$ cat src/rtl/alu_pipe.sv
`default_nettype none
// ============================================================================
//  Module   : alu_pipe
//  Purpose  : Two-stage pipelined integer ALU with valid/ready handshaking,
//             full-throughput backpressure and a synchronous flush.
//             Stage 1 registers the operands; stage 2 registers the result
//             and condition flags computed from the stage-1 registers.
//  Ports    : clk, rst (async, active-high), flush (sync clear)
//             in_valid/in_ready, op, rs1, rs2       - operand side
//             out_valid/out_ready, rd, flag_z/c/v/ill - result side
//  Revision : 1.0 - initial release
// ============================================================================
module alu_pipe #(
    parameter int WIDTH = 32,
    parameter int SHW   = $clog2(WIDTH)
) (
    input  logic             clk,
    input  logic             rst,
    input  logic             flush,
    input  logic             in_valid,
    output logic             in_ready,
    input  logic [3:0]       op,
    input  logic [WIDTH-1:0] rs1,
    input  logic [WIDTH-1:0] rs2,
    output logic             out_valid,
    input  logic             out_ready,
    output logic [WIDTH-1:0] rd,
    output logic             flag_z,
    output logic             flag_c,
    output logic             flag_v,
    output logic             flag_ill
);

    localparam logic [3:0] c_OP_AND  = 4'd0;
    localparam logic [3:0] c_OP_OR   = 4'd1;
    localparam logic [3:0] c_OP_XOR  = 4'd2;
    localparam logic [3:0] c_OP_ADD  = 4'd3;
    localparam logic [3:0] c_OP_SUB  = 4'd4;
    localparam logic [3:0] c_OP_SLL  = 4'd5;
    localparam logic [3:0] c_OP_SRL  = 4'd6;
    localparam logic [3:0] c_OP_SRA  = 4'd7;
    localparam logic [3:0] c_OP_SLT  = 4'd8;
    localparam logic [3:0] c_OP_SLTU = 4'd9;

    // Stage-1 (operand) registers
    logic             r_s1_valid;
    logic [3:0]       r_s1_op;
    logic [WIDTH-1:0] r_s1_rs1;
    logic [WIDTH-1:0] r_s1_rs2;

    // Stage-2 (result) registers
    logic             r_s2_valid;
    logic [WIDTH-1:0] r_s2_rd;
    logic             r_s2_z;
    logic             r_s2_c;
    logic             r_s2_v;
    logic             r_s2_ill;

    // Pipeline control: a stage may load when it is empty or its contents
    // are leaving this cycle.
    logic w_adv1;
    logic w_adv2;

    assign w_adv2   = ~r_s2_valid | out_ready;
    assign w_adv1   = ~r_s1_valid | w_adv2;
    assign in_ready = w_adv1;

    // Datapath
    logic [WIDTH:0]   w_sum;
    logic [WIDTH:0]   w_diff;
    logic [SHW-1:0]   w_shamt;
    logic             w_lt_s;
    logic             w_lt_u;
    logic [WIDTH-1:0] w_rd;
    logic             w_c;
    logic             w_v;
    logic             w_ill;
    logic             w_z;

    // One extra bit on each side exposes carry-out / borrow directly.
    assign w_sum   = {1'b0, r_s1_rs1} + {1'b0, r_s1_rs2};
    assign w_diff  = {1'b0, r_s1_rs1} - {1'b0, r_s1_rs2};
    assign w_shamt = r_s1_rs2[SHW-1:0];
    assign w_lt_s  = $signed(r_s1_rs1) < $signed(r_s1_rs2);
    assign w_lt_u  = r_s1_rs1 < r_s1_rs2;

    always_comb begin
        w_rd  = '0;
        w_c   = 1'b0;
        w_v   = 1'b0;
        w_ill = 1'b0;
        case (r_s1_op)
            c_OP_AND:  w_rd = r_s1_rs1 & r_s1_rs2;
            c_OP_OR:   w_rd = r_s1_rs1 | r_s1_rs2;
            c_OP_XOR:  w_rd = r_s1_rs1 ^ r_s1_rs2;
            c_OP_ADD: begin
                w_rd = w_sum[WIDTH-1:0];
                w_c  = w_sum[WIDTH];
                w_v  = (r_s1_rs1[WIDTH-1] == r_s1_rs2[WIDTH-1]) &&
                       (w_sum[WIDTH-1] != r_s1_rs1[WIDTH-1]);
            end
            c_OP_SUB: begin
                w_rd = w_diff[WIDTH-1:0];
                w_c  = w_diff[WIDTH];   // borrow, i.e. rs1 < rs2 unsigned
                w_v  = (r_s1_rs1[WIDTH-1] != r_s1_rs2[WIDTH-1]) &&
                       (w_diff[WIDTH-1] != r_s1_rs1[WIDTH-1]);
            end
            c_OP_SLL:  w_rd = r_s1_rs1 << w_shamt;
            c_OP_SRL:  w_rd = r_s1_rs1 >> w_shamt;
            c_OP_SRA:  w_rd = $signed(r_s1_rs1) >>> w_shamt;
            c_OP_SLT:  w_rd = {{(WIDTH-1){1'b0}}, w_lt_s};
            c_OP_SLTU: w_rd = {{(WIDTH-1){1'b0}}, w_lt_u};
            default:   w_ill = 1'b1;  // result stays zero
        endcase
    end

    assign w_z = (w_rd == '0);

    // Stage 1
    always_ff @(posedge clk or posedge rst) begin
        if (rst) begin
            r_s1_valid <= 1'b0;
            r_s1_op    <= '0;
            r_s1_rs1   <= '0;
            r_s1_rs2   <= '0;
        end else begin
            if (flush) begin
                r_s1_valid <= 1'b0;
            end else if (w_adv1) begin
                r_s1_valid <= in_valid;
            end
            // Data registers are don't-care while invalid, so they load on
            // every advance regardless of flush.
            if (w_adv1) begin
                r_s1_op  <= op;
                r_s1_rs1 <= rs1;
                r_s1_rs2 <= rs2;
            end
        end
    end

    // Stage 2
    always_ff @(posedge clk or posedge rst) begin
        if (rst) begin
            r_s2_valid <= 1'b0;
            r_s2_rd    <= '0;
            r_s2_z     <= 1'b0;
            r_s2_c     <= 1'b0;
            r_s2_v     <= 1'b0;
            r_s2_ill   <= 1'b0;
        end else begin
            if (flush) begin
                r_s2_valid <= 1'b0;
            end else if (w_adv2) begin
                r_s2_valid <= r_s1_valid;
            end
            if (w_adv2) begin
                r_s2_rd  <= w_rd;
                r_s2_z   <= w_z;
                r_s2_c   <= w_c;
                r_s2_v   <= w_v;
                r_s2_ill <= w_ill;
            end
        end
    end

    assign out_valid = r_s2_valid;
    assign rd        = r_s2_rd;
    assign flag_z    = r_s2_z;
    assign flag_c    = r_s2_c;
    assign flag_v    = r_s2_v;
    assign flag_ill  = r_s2_ill;

endmodule
`default_nettype wire

$ cat config.mk
export PLATFORM = sky130hd
export DESIGN_NAME = alu_pipe
export DESIGN_NICKNAME = d
export VERILOG_FILES = /design/src/rtl/alu_pipe.sv
export SDC_FILE = /design/constraint.sdc
export NUM_CORES = 1
export LEC_CHECK = 0
export CAP_MARGIN = 20
export CORE_ASPECT_RATIO = 2
export CORE_MARGIN = 2
export CORE_UTILIZATION = 45
export CTS_BUF_LIST = sky130_fd_sc_hd__clkbuf_4 sky130_fd_sc_hd__clkbuf_8
export DETAILED_ROUTE_END_ITERATION = 7
export PLACE_DENSITY_LB_ADDON = 0.12
export SLEW_MARGIN = 20
export SYNTH_ARGS = -nofsm -noshare
export SYNTH_HDL_FRONTEND = slang
export SYNTH_SLANG_ARGS = --single-unit
$ cat constraint.sdc
create_clock -name clk -period 3.9 [get_ports clk]
set_clock_uncertainty 0.05 [all_clocks]
set_input_delay 0.585 -clock clk [delete_from_list [all_inputs] [get_ports clk]]
set_output_delay 0.585 -clock clk [all_outputs]
set_load 0.01 [all_outputs]
==> results.sh <==
export IMPL_rsz0062_at_grt="yes"
export IMPL_drt_iter0_drc=2027
export IMPL_die_h_um=253.2
export IMPL_ys_warn_count=0
export IMPL_syn_to_final_growth_pct=30.08
export IMPL_ys_flop_type="dfrtp_1"
export IMPL_htree_levels=3
export IMPL_synth_edf_count=0
export IMPL_clock_path_buffers=2
export IMPL_critPathKind="flip-flop to flip-flop"
export IMPL_critical_path_peak_fanout=11
export IMPL_ir_worst_vdd_mv=0.2211
export IMPL_powerDensity_nw_per_um2=265.2
export IMPL_drt_wl_total_um=76410
export IMPL_finalCritPeriodShare_pct=102.2
export IMPL_via_per_inst=6.765
export IMPL_top_layer_used="met5"
export IMPL_cts_hold_buf=0
export IMPL_violations="setup timing"
export IMPL_rows=91
export IMPL_dp_hpwl_um=61900
export IMPL_synth_compound_area_share_pct=28.93
export IMPL_wl_per_cell_um=29.99
export IMPL_clk_latency_ps=470
export IMPL_post_synth_top_area_cell="dfrtp_1"
export IMPL_met1_length_um=24790
export IMPL_synth_adder_area_share_pct=9.329
export IMPL_cts_buffers=9
export IMPL_ant_nets=0
export IMPL_die_area_um2=32570
export IMPL_netlist_area_um2=13970
export IMPL_track_usage_pct=46.55
export IMPL_max_stage_delay_ps=550
export IMPL_cp_top_family="compound AO/OA/AOI/OAI gates"
export IMPL_cts_root_buffer="clkbuf_8"
export IMPL_ios=111
export IMPL_core_um2=30740
export IMPL_switching_share_pct=45.58
export IMPL_syn_avg_cell_area_um2=7.578
export IMPL_crit_buf_inv=2
export IMPL_yosys_area_share_simple_pct=19.94
export IMPL_combPwrFrac_pct=57.7
export IMPL_nets=2346
export IMPL_ys_ff_latch=106
export IMPL_synthMuxAreaShare_pct=14.40
export IMPL_synth_xor_area_share_pct=1.003
export IMPL_fin_ws_ps=-87.55
export IMPL_synth_nets=2020
export IMPL_yosys_area_top_type_share_pct=18.98
export IMPL_p_sw_mw=2.197
export IMPL_async_reset_ff_share_pct=100.0
export IMPL_final_common_cell="buf_4"
export IMPL_pwr_share_seq_pct=26.4
export IMPL_vias=17240
export IMPL_numClockSinks=106
export IMPL_port_buffers=110
export IMPL_most_common_layout_cells="buf_4, nand2_1, nor2_1"
export IMPL_cp_data_arrival_time_ps=4300
export IMPL_cp_data_required_time_ps=4210
export IMPL_gp_congestion=1.120
export IMPL_p_int_mw=2.624
export IMPL_min_path_type="flip-flop to flip-flop"
export IMPL_synth_cell_types=89
export IMPL_crit_chain="buf_4 > buf_4 > ha_1 > nor3b_1 > o31ai_1 > a41oi_2 > a21oi_4 > a2111oi_0 > or4_1 > nor3b_1 > a211oi_1 > nor4b_2 > nand4_1 > o31ai_2"
export IMPL_cts_tree="done"
export IMPL_maxSlewHeadroom_pct=35.36
export IMPL_start_util_pct=45.46
export IMPL_postSynthCellCount=1844
export IMPL_hold_viol=0
export IMPL_met2_length_um=35930
export IMPL_status="finished with violations"
export IMPL_setup_violations_final=1
export IMPL_setup_tns_ps=-87.55
export IMPL_crit_slowest_cell="or4_1"
export IMPL_die_x_um=128.6
export IMPL_netlist_top_cells_area="dfrtp_1, ha_1, mux4_2"
export IMPL_p_clk_share_pct=15.9
export IMPL_power_leakage_nw=8.169
export IMPL_met3_length_um=5539
export IMPL_total_power_mw=4.821
export IMPL_antenna_found_initial=3
export IMPL_drive_gt1_share_pct=23.31
export IMPL_grt_max_degree=73
export IMPL_grt_remaining_overflow=0
export IMPL_fin_crit_ps=3988
export IMPL_seq_area_frac_synth_pct=18.98
export IMPL_slew_viol_final=0
export IMPL_drv_cap=0
export IMPL_startpoint_type="flip-flop"
export IMPL_first_global_vias=17020
export IMPL_drt_pass1_iterations=8
export IMPL_synth_top_family_by_area="compound AO/OA/AOI/OAI gates"
export IMPL_end_kind="flip-flop"
export IMPL_fmax_ghz=0.2508
export IMPL_grt_first_pass_wirelength_um=109900
export IMPL_worst_slew_pin_slew_ps=969.7
export IMPL_path_clk_slew_ps=130
export IMPL_drcViolationCount=0
==> Yosys cell counts, types with 14 or more instances <==
cell type and count:
nand4_1 24, o211ai_1 28, a211oi_1 26, mux2_2 21
a21o_1 19, nor2_1 169, nand3_1 28, xnor2_1 15
nand2_1 228, o22ai_1 36, mux4_2 42, a22o_1 19
buf_2 25, mux2i_1 75, a221oi_1 14, nand2b_1 17
ha_1 101, o21ai_1 22, clkbuf_1 92, o21ai_0 152
dfrtp_1 106, nor3_1 42, o31ai_1 26, a31oi_1 24
buf_1 16, a21oi_1 121, inv_1 92, nor2b_1 18
==> routing by layer <==
metal	up-vias	global-route usage, %
met5	-	0
met4	2	47.24
met3	481	9.001
met2	1173	77.22
met1	8124	46.96
li1	7457	-
==> registers in the layout, indices dropped and copies added (netlist names) <==
register    cells
r_s1_op         4
rd             32
flag_v          1
r_s1_rs2       32
flag_ill        1
out_valid       1
flag_c          1
flag_z          1
r_s1_rs1       32
r_s1_valid      1
==> worst min-delay path, delay by kind of cell (launching register included) <==
| kind | cells | cell delay (ps) |
|---|---|---|
| flip-flops | 1 | 360 |
| AND/OR/NAND/NOR | 2 | 100 |
==> through the flow <==
step	hold slack [ps]	cell area [µm²]	worst slack, ps	cells	utilization [%]
finish	428.0	18180	-87.55	2548	59.13
detailed placement	404.5	17630	-193.5	2521	57.35
global placement	400.3	17630	-212.8	2521	57.35
CTS	431.9	17940	3.115	2542	58.36
global route	454.1	18180	-222.3	2548	59.13
floorplan	438.7	13980	82.27	1844	-
==> layout make-up <==
| cell class | instances | area [µm²] |
|---|---|---|
| antenna | 1 | 2.502 |
| clock buffer | 10 | 137.6 |
| clock inverter | 6 | 67.56 |
| fill | 2924 | 12560 |
| inverter | 103 | 389.1 |
| multi-input combinational | 1488 | 10570 |
| sequential | 106 | 2665 |
| tap | 372 | 465.4 |
| timing repair buffer | 462 | 3885 |
==> power by group through the flow <==
stage,Combinational (mW),Clock [mW],Sequential [mW]
finish,2.78,0.767,1.27
detailed placement,2.61,0,1.29
floorplan,1.32,0,1.30
global route,2.90,0.810,1.28
CTS,2.64,0.775,1.27
global placement,2.58,0,1.29
==> kinds of logic (layout without fill, tap and decap cells) <==
family | count (synthesis) | after routing
and+or+nand+nor | 607 | 607
buffers and inverters | 250 | 581
xor gates and xnor gates | 16 | 16
adders and majority gates | 103 | 103
DFF | 106 | 106
muxes | 145 | 145
AOI/OAI and AO/OA | 617 | 617
other | 0 | 1
==> final timing paths <==
kind                              from           end  slack (ps)  cells past startpoint
setup / recovery           r_s1_rs1[9]        flag_z         -90                     14
hold / removal                  rd[17]        rd[17]         430                      2
setup reg to reg           r_s1_rs1[9]        flag_z         -90                     14
hold reg to reg                 rd[17]        rd[17]         430                      2
max in group asynchronous          rst  r_s1_rs2[19]        2530                      3
min in group asynchronous          rst  r_s1_rs1[20]         490                      2
==> repair_timing <==
item | 4_1_cts | 5_1_grt
pin swaps | 1 | 7
hold endpoints to repair | 0 | 0
buffers inserted | 5 | 5
gates resized for setup | 12 | 40
endpoints found under the setup margin | 2 | 7
Note: power is estimated with default switching activity, not from simulation.
